[src/rtl/rpn_host_uart_tx.sv]
// Host-side 8N1 UART transmitter with an input byte FIFO; drives the calculator's i_rx.
// Optional macro HOST_TX_GAP_EN adds GAP_BITS idle bit-times after every stop bit.
module rpn_host_uart_tx #(
  parameter int CLKS_PER_BIT = 868,
  parameter int FIFO_DEPTH   = 16,
  parameter int GAP_BITS     = 2
) (
  input  logic       i_clk,
  input  logic       i_rst,
  input  logic       i_wr,
  input  logic [7:0] i_wr_data,
  output logic       o_full,
  output logic       o_empty,
  output logic       o_tx,
  output logic       o_busy,
  output logic       o_done
);

  localparam int CNT_W = $clog2(CLKS_PER_BIT);
  localparam int PTR_W = $clog2(FIFO_DEPTH);
  localparam logic [CNT_W-1:0] BAUD_LAST = CNT_W'(CLKS_PER_BIT - 1);

  typedef enum logic [2:0] {
    S_IDLE,
    S_START,
    S_DATA,
    S_STOP
`ifdef HOST_TX_GAP_EN
    , S_GAP
`endif
  } state_t;

  state_t           state_q, state_d;
  logic [CNT_W-1:0] baud_q, baud_d;
  logic [2:0]       bit_q, bit_d;
  logic [7:0]       shift_q, shift_d;
  logic [PTR_W-1:0] rd_ptr_q, rd_ptr_d;
  logic [PTR_W-1:0] wr_ptr_q, wr_ptr_d;
  logic [PTR_W:0]   count_q, count_d;
  logic             full_q, full_d;
  logic             empty_q, empty_d;
  logic             tx_q, tx_d;
  logic             busy_q, busy_d;
  logic             done_q, done_d;
  logic             push, pop;
  logic [7:0]       mem_q [FIFO_DEPTH];

`ifdef HOST_TX_GAP_EN
  localparam int GAP_CYCLES = GAP_BITS * CLKS_PER_BIT;
  localparam int GAP_W      = $clog2(GAP_CYCLES + 1);
  logic [GAP_W-1:0] gap_q, gap_d;
`else
  // GAP_BITS is only consumed by the gap build; this keeps it referenced otherwise.
  if (GAP_BITS < 0) begin : g_gap_bits_unused
  end
`endif

  always_comb begin
    state_d  = state_q;
    baud_d   = baud_q;
    bit_d    = bit_q;
    shift_d  = shift_q;
    rd_ptr_d = rd_ptr_q;
    wr_ptr_d = wr_ptr_q;
    count_d  = count_q;
`ifdef HOST_TX_GAP_EN
    gap_d    = gap_q;
`endif
    push     = i_wr && !full_q;
    pop      = 1'b0;
    tx_d     = 1'b1;
    busy_d   = (state_q != S_IDLE);
    done_d   = 1'b0;

    case (state_q)
      S_IDLE: begin
        if (!empty_q) begin
          pop     = 1'b1;
          shift_d = mem_q[rd_ptr_q];
          baud_d  = '0;
          bit_d   = '0;
          state_d = S_START;
        end
      end
      S_START: begin
        tx_d = 1'b0;
        if (baud_q == BAUD_LAST) begin
          baud_d  = '0;
          state_d = S_DATA;
        end else begin
          baud_d = baud_q + 1'b1;
        end
      end
      S_DATA: begin
        tx_d = shift_q[0];
        if (baud_q == BAUD_LAST) begin
          baud_d  = '0;
          shift_d = shift_q >> 1;
          bit_d   = bit_q + 1'b1;
          if (bit_q == 3'd7) state_d = S_STOP;
        end else begin
          baud_d = baud_q + 1'b1;
        end
      end
      S_STOP: begin
        if (baud_q == BAUD_LAST) begin
          baud_d = '0;
          done_d = 1'b1;
`ifdef HOST_TX_GAP_EN
          gap_d   = '0;
          state_d = S_GAP;
`else
          state_d = S_IDLE;
`endif
        end else begin
          baud_d = baud_q + 1'b1;
        end
      end
`ifdef HOST_TX_GAP_EN
      S_GAP: begin
        if (gap_q == GAP_W'(GAP_CYCLES - 1)) state_d = S_IDLE;
        else                                  gap_d   = gap_q + 1'b1;
      end
`endif
      default: state_d = S_IDLE;
    endcase

    // A write while full is dropped even if a pop frees a slot this cycle.
    if (push) wr_ptr_d = wr_ptr_q + 1'b1;
    if (pop)  rd_ptr_d = rd_ptr_q + 1'b1;
    case ({push, pop})
      2'b10:   count_d = count_q + 1'b1;
      2'b01:   count_d = count_q - 1'b1;
      default: count_d = count_q;
    endcase
    full_d  = (count_d == (PTR_W+1)'(FIFO_DEPTH));
    empty_d = (count_d == '0);
  end

  // NOTE: every sequential assignment is non-blocking so all flops sample pre-edge values.
  always_ff @(posedge i_clk) begin
    if (i_rst) begin
      state_q  <= S_IDLE;
      baud_q   <= '0;
      bit_q    <= '0;
      shift_q  <= '0;
      rd_ptr_q <= '0;
      wr_ptr_q <= '0;
      count_q  <= '0;
      full_q   <= 1'b0;
      empty_q  <= 1'b1;
      tx_q     <= 1'b1;
      busy_q   <= 1'b0;
      done_q   <= 1'b0;
`ifdef HOST_TX_GAP_EN
      gap_q    <= '0;
`endif
    end else begin
      state_q  <= state_d;
      baud_q   <= baud_d;
      bit_q    <= bit_d;
      shift_q  <= shift_d;
      rd_ptr_q <= rd_ptr_d;
      wr_ptr_q <= wr_ptr_d;
      count_q  <= count_d;
      full_q   <= full_d;
      empty_q  <= empty_d;
      tx_q     <= tx_d;
      busy_q   <= busy_d;
      done_q   <= done_d;
`ifdef HOST_TX_GAP_EN
      gap_q    <= gap_d;
`endif
    end
  end

  // NOTE: storage has no reset; the count and pointers alone decide which entries are valid.
  always_ff @(posedge i_clk) begin
    if (push) mem_q[wr_ptr_q] <= i_wr_data;
  end

  assign o_full  = full_q;
  assign o_empty = empty_q;
  assign o_tx    = tx_q;
  assign o_busy  = busy_q;
  assign o_done  = done_q;

endmodule

[config.mk]
export PLATFORM = sky130hd
export DESIGN_NAME = rpn_host_uart_tx
export DESIGN_NICKNAME = d
export VERILOG_FILES = /design/src/rtl/rpn_host_uart_tx.sv
export SDC_FILE = /design/constraint.sdc
export NUM_CORES = 1
export LEC_CHECK = 0
export ABC_AREA = 0
export ABC_CLOCK_PERIOD_IN_PS = 2400
export CORE_MARGIN = 5
export CORE_UTILIZATION = 35
export DETAILED_ROUTE_END_ITERATION = 6
export MAX_ROUTING_LAYER = met4
export PLACE_DENSITY = 0.56
export SYNTH_ARGS = -nofsm -noshare
export SYNTH_HDL_FRONTEND = slang
export SYNTH_SLANG_ARGS = --single-unit
[constraint.sdc]
create_clock -name i_clk -period 2.4 [get_ports i_clk]
set_input_delay 0.36 -clock i_clk [delete_from_list [all_inputs] [get_ports i_clk]]
set_output_delay 0.36 -clock i_clk [all_outputs]
set_load 0.02 [all_outputs]
== After elaboration in Yosys (flattened, before gate mapping) ==
Memories as Yosys holds them, arrays and structs flattened. A register that Yosys moved wholly into a read port is not among the register bits.
Index checks and enable logic that the tools add are counted.

* RAM bits: 128
* Flip-flop bits (word level): 42
* Bits in read-only memories: 0
* Memories kept: 1
* Bits in latches: 0

{| class="wikitable"
|+ Memories
! memory !! words !! width !! rd ports !! clocked after Yosys merged registers in !! write ports !! line !! source
|-
| mem_q || 16 || 8 || 1 || 1 || 1 || 46 || <nowiki>logic [7:0] mem_q [FIFO_DEPTH];</nowiki>
|}

* Multipliers: 0
* Reduce and logical (&&, ||, !) cells: 12
* $lt $le $gt $ge: 0
* Bitwise logic cells: 1
* Equality and inequality tests: 13
* Mux-type cells: 24
* Div/mod/pow operators: 0
* Shift-type cells: 0
* Add/sub/neg operators: 6

{| class="wikitable"
|+ Operator list
! operator !! number
|-
| 3-bit 2-to-1 mux || 7
|-
| 10-bit 2-to-1 mux || 2
|-
| 10-bit case mux with 2 select lines || 1
|-
| 8-bit 2-to-1 mux || 2
|-
| 8-bit case mux with 2 select lines || 1
|-
| 3-bit case mux with 4 select lines || 1
|-
| 10-bit by 1-bit adder with 10-bit output, second input constant || 1
|-
| 10-bit equality test, second input constant || 1
|-
| 2-bit inequality test, second input constant || 5
|-
| 5-bit case mux with 2 select lines || 1
|-
| 4-bit by 1-bit adder with 4-bit output, second input constant || 2
|-
| 4-bit 2-to-1 mux || 2
|-
| 3-bit by 2-bit equality test with 1-bit output, second input constant || 2
|-
| 3-bit case mux with 2 select lines || 1
|-
| 5-bit by 1-bit adder with 5-bit output, second input constant || 1
|-
| 5-bit equality test, second input constant || 1
|-
| 5-bit zero test || 1
|-
| 1-bit 2-to-1 mux || 5
|-
| 5-bit AND reduction || 1
|-
| 5-bit by 1-bit subtractor with 5-bit output, second input constant || 1
|-
| 2-bit nonzero test || 2
|-
| 3-bit by 1-bit adder with 3-bit output, second input constant || 1
|-
| 3-bit by 1-bit equality test with 1-bit output, second input constant || 1
|-
| 3-bit equality test, second input constant || 1
|-
| other kinds (12) || 12
|}

== Logic depth before layout (Yosys ltp) ==
* Depth in word-level cells: 5
* Depth in mapped cells: 14
* Depth with buffers taken out: 12

== Worst setup path after synthesis ==
Ideal clock, no wire load.

* Path type: register to register
* From: register state_q[0]
* To: register empty_q (netlist: o_empty)
* Required time: 2.284 ns
* Cell stages (with the launch flop): 15
* Slack: -0.207 ns
* Arrival time: 2.491 ns
* Buffers on the path: 2
* Cell sequence: dfxtp_1 -> inv_1 -> ha_1 -> buf_2 -> nand2b_1 -> buf_2 -> inv_2 -> nand2_1 -> xnor2_1 -> ha_1 -> a21oi_1 -> a21boi_0 -> nor3_1 -> o311a_1 -> a31o_2

* Cells in the longest elaborated chain, start to end: 5
* Elaborated cells between the ends (all ways): 6
* Classes of those cells: eq/ne (2); mux (2); reduce/logical (2)

{| class="wikitable"
|+ Ends and longest elaborated chain
! item !! line !! source
|-
| from (decl) || 33 || <nowiki>state_t state_q, state_d;</nowiki>
|-
| from (signal assigned) || 159 || <nowiki>state_q <= state_d;</nowiki>
|-
| 3-bit zero test (*) || 75 || <nowiki>case (state_q)</nowiki>
|-
| 1-bit 2-to-1 mux (*) || 75 ||
|-
| 2-bit by 1-bit equality test with 1-bit output or 2-bit equality test (tied branches) || 131 || <nowiki>case ({push, pop})</nowiki>
|-
| 5-bit case mux with 2 select lines (*) || 131 ||
|-
| 5-bit zero test (*) || 137 || <nowiki>empty_d = (count_d == '0);</nowiki>
|-
| to (signal assigned) || 167 || <nowiki>empty_q <= empty_d;</nowiki>
|-
| to (decl) || 41 || <nowiki>logic empty_q, empty_d;</nowiki>
|}

Mark *: on every way between the ends. The rest lies on a longest branch, timed or not.
A chain may end at the register's enable or synchronous reset.

== Worst setup path in the final report ==
Ends and elaborated chain as after synthesis.

==> results by group <==
Setup path
  – R2r startpoint: state_q[0]
  – Startpoint class of the critical path: register
  – Most used cell, CP: a31o_2
  – Crit Path Max Fanout: 5
  – Critical path data arrival time: 2.71 ns
  – Crit. Startpoint: state_q[0]
  – CP required: 2.71 ns
  – Crit. End Element: register
  – Slowest CP cell: or4_1
  – Crit path largest cell delay: 0.55 ns
  – WS Path Type: register to register
  – Critical Path, Cell by Cell: inv_4, ha_4, nand2b_4, clkinv_4, buf_4, ha_2, inv_1, or4_1, a31o_2, o311a_1, a31o_2

Clock tree
  – CTS tree: done
  – Clock H-tree levels: 4
  – Clock slew at reported path FFs: 0.07 ns
  – Clk buf depth: 2
  – Clk root buf: clkbuf_16
  – Worst-skew pair later-pin latency: 0.42 ns
  – Num CTS Buffers: 17
  – Clk sink count: 173

Global route
  – Largest net degree at the start of global routing: 32
  – First-pass GRT wire length: 22.82 mm
  – Most used routing layer: met2
  – Initial antenna violation count: 0
  – Vias in the first global route: 3994
  – Met3 usage: 0.03421
  – GR Util All Layers: 0.1300
  – Remaining Overflow, GRT: 0
  – GR Layer Usage met2: 0.2129
  – M1 GR Usage: 0.1634

Routing
  – Drt pass-1 iters: 4
  – Remaining antenna violation count: 0
  – Via count: 3970
  – Post-Route WL: 14.33 mm
  – Drt drc: 0
  – Vias per Instance: 5.044
  – Initial drt markers: 201
  – Wire per inst: 18.21 um

Floorplanning
  – Core area: 0.02017 mm2
  – Die area: 0.02337 mm2
  – Top-level port count: 16
  – Die W: 152.9 um
  – Row count: 52
  – DIE HEIGHT: 152.9 um
  – Initial Util: 0.3543

Logic synthesis
  – Synth Flop Type: edfxtp_1
  – Mapped Nets: 481
  – Netlist Area Pre-Place: 0.007146 mm2
  – Synth async-reset ratio: 0
  – EDFF count, synth: 128
  – Share of Yosys cell area claimed by the top area cell type: 0.5379
  – #FFs+latches synth: 173
  – Warnings, synthesis: 0
  – Yosys cell types: 53
  – Synth area leaders: edfxtp_1 54%, dfxtp_1 13%, mux4_2 12%
  – Sequential fraction of the synthesis area: 0.6640
  – Mapped Cells: 456
  – Top cells by count, synth: 128 x edfxtp_1, 45 x dfxtp_1, 43 x nor2_1
  – Yosys top cell by area: edfxtp_1
  – Avg Inst Size Synth: 15.67 um2
  – Cell with the most instances after synthesis: edfxtp_1

Layout
  – Layout area overhead: 19.45%
  – Final instance area: 0.008536 mm2
  – NumNets Final: 529
  – ANT cells: 0
  – Layout cell share with drive strength beyond 1: 0.2689

STA
  – Worst Tran Pin Value: 0.5362 ns
  – Slew HR: 0.6392
  – Unrepaired setup endpoints after global routing: true
  – Fin crit period: 2.403 ns
  – Skew final: 0.01176 ns
  – Setup Viol. Count Final: 1
  – Setup ws final: -0.002776 ns
  – FMAX: 416.2 MHz
  – Fin crit share: 1.001
  – Fin. max-slew vios: 0
  – Final Hold Viols: 0
  – TNS Setup: -0.002776 ns

Worst hold path
  – Worst Hold Launch: bit_q[1]
  – Worst hold path class: register to register

Placed design
  – IO Port Bufs: 15
  – Placed inst area: 0.007840 mm2
  – DP Wirelength: 9.158 mm
  – GP Congestion: 0.7561

Power
  – Leak: 2.805 nW
  – P per Cell Area: 1034 mW/mm2
  – Final total power: 0.008824 W
  – Max VDD drop: 0.4822 mV

Flow run
  – MaxCap Viol Count: 0

Outcome
  – Failing checks: setup timing
  – Status: complete, but fails checks
-- report_power, final --
| group | leakage [nW] | internal [W] | switching (W) |
|---|---|---|---|
| Combinational | 0.981 | 0.00118 | 0.00124 |
| Clock | 0.300 | 0.00150 | 0.00130 |
| Sequential | 1.52 | 0.00344 | 0.000160 |
| Total | 2.81 | 0.00612 | 0.00270 |
-- metrics by stage --
step	setup slack [ns]	utilization	instances	hold slack, ns
after global placement	-0.2549	0.3887	750	0.4584
after global routing	-0.1106	0.4232	787	0.5063
after detailed placement	-0.3369	0.3887	750	0.4723
final	-0.002776	0.4232	787	0.4809
after CTS	0.004402	0.4199	782	0.4838
after floorplan	0.01241	-	456	0.4488
-- kinds of logic after synthesis --
kind of cell	after synthesis	synth area share
compound gates	57	0.05429
xor+xnor	9	0.01103
fa+ha+maj	14	0.02451
buf+inv	37	0.02469
flops	173	0.6640
mux	51	0.1399
simple gates	115	0.08159
-- final cells by class --
cell class | instances | area [um2]
clock buffers | 17 | 425.4
clock inverters | 15 | 186.4
flip-flops and latches | 173 | 4751
fillers | 1796 | 11630
multi-input cells | 246 | 2298
well taps | 270 | 337.8
repair buffers | 55 | 488.0
inverters | 11 | 48.80
-- routing by layer --
metal | part of all wire | up-vias
met3 | 0.031 | 10
li1 | - | 1865
met5 | 0 | -
met2 | 0.50 | 60
met1 | 0.46 | 2035
met4 | 0.0093 | 0
-- layout by cell type (no fill, tap or decap), drive strengths merged, types with 5 or more instances in the layout --
cell type and n:
a211oi 7, a21oi 19, buf 40, clkbuf 17, clkdlybuf4s50 15, clkinv 7
dfxtp 45, edfxtp 128, ha 14, inv 18, mux2i 11, mux4 39
nand2 20, nand2b 10, nor2 43, nor3 10, o21ai 8, xnor2 5
-- registers in the layout, indices dropped and copies added, names as in the netlist, named ones only --
signal    cells
o_busy        1
count_q       5
rd_ptr_q      4
bit_q         3
mem_q       128
baud_q       10
shift_q       8
o_empty       1
o_done        1
wr_ptr_q      4
state_q       2
o_tx          1
o_full        1
-- worst max-delay path, delay by kind of cell, from the launching register on --
family,cells,cell delay (ns)
compound gates,3,0.63
simple gates,2,0.61
buf+inv,4,0.30
fa+ha+maj,2,0.39
flops,1,0.36
-- worst paths after layout --
kind,endpoint,cells past startpoint,slack (ns)
hold / removal,bit_q[1],2,0.48
setup / recovery,o_empty,11,-0.003
hold reg to reg,bit_q[1],2,0.48
setup reg to reg,o_empty,11,-0.003
-- repair_timing --
item                                    CTS  global route
pin swaps                                 3             6
endpoints found under the hold margin     0             0
endpoints found under the setup margin    3             3
cloned                                    0             0
resized for setup                         3             8
hold buffers                              0             0
buffers inserted                          0             5
No activity file was read; power rests on OpenSTA's default activity.
==> variant (same flow settings) <==
Reset style: asynchronous (`i_rst`), changed in one clocked block.
--- a/src/rtl/rpn_host_uart_tx.sv
+++ b/src/rtl/rpn_host_uart_tx.sv
@@ -139,5 +139,5 @@
 
   // NOTE: every sequential assignment is non-blocking so all flops sample pre-edge values.
-  always_ff @(posedge i_clk) begin
+  always_ff @(posedge i_clk or posedge i_rst) begin
     if (i_rst) begin
       state_q  <= S_IDLE;
Behaviour: differs if i_rst is asserted again (counterexample within 4 cycles, from zero or initial values and one cycle with i_rst high); with i_rst held inactive, the same outputs for 10 cycles.
==> variant against the unedited design <==
Final area down 1.2%. Wire length down 5.6%. Combinational power up 52%. Total power up 15%. Area after synthesis down 0.58%. Sequential cell count down 4. Cell count down 2.3%. Setup slack better by 0.0051 ns. Synthesized cell count down 4.2%. Largest power group unchanged. Highest routed layer unchanged.
==> variant: results <==
cts:
  cts_max_path_buffers: 2
  h-tree-depth: 4
  cts-root-buf: "clkbuf_16"
  clkTransAtPathRegs_ns: 0.07
  cts_made_buffers: 17
  clk-insertion-delay-late_ns: 0.42
cells_and_area:
  final_nets: 511
  diodes: 0
  layout-drive-gt1-share_pct: 24.8
  fill_cells: 1803
  reg_top3: "mem_q x128, baud_q x10, shift_q x8"
hold_path:
  hold_class: "in -> async"
worst_setup_path:
  ff2ff_path_depth: 14
  worstPathArrival_ns: 2.74
  r2r_slack_ns: 0.002
  cp_max_fo: 5
  slowest_stage: "dfrtp_1"
  reg2reg_from: "state_q[1]"
  slowest_delay_ns: 0.40
  r2r_end: "o_full"
synthesis:
  yosys.area.top_type: "edfxtp_1"
  yosysWarningCount: 0
  synthArstFlopShare_pct: 24.3
  yosysSeqAreaShare_pct: 68.6
  synth_common_cells: "128 x edfxtp_1, 39 x dfrtp_1, 33 x mux4_2"
  synth_area_leaders: "edfxtp_1 54%, dfrtp_1 14%, mux4_2 10%"
  ys_types: 54
  synth_nets: 462
  synth_edf_count: 128
routing:
  drtIter0Drc: 283
  vias_per_cell: 4.95
  postRouteWirelength_mm: 13.5
  dr.pass1.iters: 4
grt:
  grt_antenna_before_repair: 0
  grt.total_usage_pct: 12.5
  grt_max_degree: 36
  grt_pass1_wl_mm: 22.3
  grt_pass1_vias: 4040
placed_design:
  port_buffers: 15
  pre_cts_ws_ns: -0.300
  dpl.hpwl_mm: 8.95
  routabilityCongestion: 0.776
sta:
  skew_ns: 0.00904
  worstMarginPinSlew_ns: 0.647
power:
  peakVddDrop_uv: 579
  p_leak_uw: 0.00294
run_status:
  status: "completed"
-- variant: cell types whose count changed after synthesis, sizes merged, moves of 9 or more --
cell and change:
o21ai +11, dfxtp -45, a22oi +14, dfrtp +39, and2 +17, nor2 -24
mux2i -9
-- variant: logic make-up after synthesis --
| logic type | Yosys count | share of synthesized area, % |
|---|---|---|
| muxes | 38 | 11.3 |
| adders and majority gates | 14 | 2.47 |
| DFF | 169 | 68.6 |
| xor gates and xnor gates | 13 | 1.60 |
| AOI/OAI and AO/OA | 77 | 6.87 |
| and+or+nand+nor | 95 | 7.31 |
| buffers and inverters | 31 | 1.90 |
-- variant: through the flow --
stage | hold WS [ns] | power (uW) | cell area (um^2) | instances
3_5_place_dp | 0.471 | 7610 | 7830 | 731
2_1_floorplan | 0.441 | 6510 | 7130 | 437
6_report | 0.210 | 10100 | 8430 | 769
3_3_place_gp | 0.468 | 7500 | 7830 | 731
5_1_grt | 0.235 | 10800 | 8430 | 769
4_1_cts | 0.200 | 10100 | 8380 | 765
-- variant: report_power, final --
part	total, uW	internal, uW	switching [uW]
Combinational	3700	1800	1900
Sequential	4010	3680	332
Clock	2430	1320	1110
-- variant: worst max-delay path: cells and delay by family, from the launching register on --
family                     cells  cell delay, ns
and+or+nand+nor                4            0.41
DFF                            1            0.40
buffers and inverters          3            0.30
adders and majority gates      2            0.35
xor gates and xnor gates       2            0.37
AOI/OAI and AO/OA              3            0.49
-- variant: per-layer routing --
layer,vias up,wire (um),track usage (%)
li1,1791,-,-
met1,1965,6040,15.4
met2,40,7110,21.1
met3,14,216,2.30
met4,0,171,4.07
met5,-,0,-
-- variant: worst max-delay path by stage --
stage | slack (ns) | from | cells after the start | endpoint
3_5_place_dp | -0.30 | i_wr | 12 | o_full
2_1_floorplan | 0.04 | state_q[1] | 14 | o_full
6_report | 0.002 | state_q[1] | 14 | o_full
5_1_grt | -0.13 | state_q[1] | 14 | o_full
4_1_cts | 0.02 | state_q[0] | 13 | o_full
3_3_place_gp | -0.15 | i_wr | 12 | o_full
-- variant: cell type report --
class                      count  share of cell area (%)
multi-input combinational    237                    25.5
clock inverter                14                    1.13
inverter                      11                   0.519
clock buffer                  18                    5.09
timing repair buffer          50                    5.93
tap                          270                    4.01
sequential                   169                    57.8
-- variant: timing repair --
action | 4_1_cts | 5_1_grt
setup buffers | 2 | 4
pin swaps | 1 | 6
hold buffers | 0 | 0
endpoints found under the setup margin | 1 | 5
gates resized for setup | 3 | 6
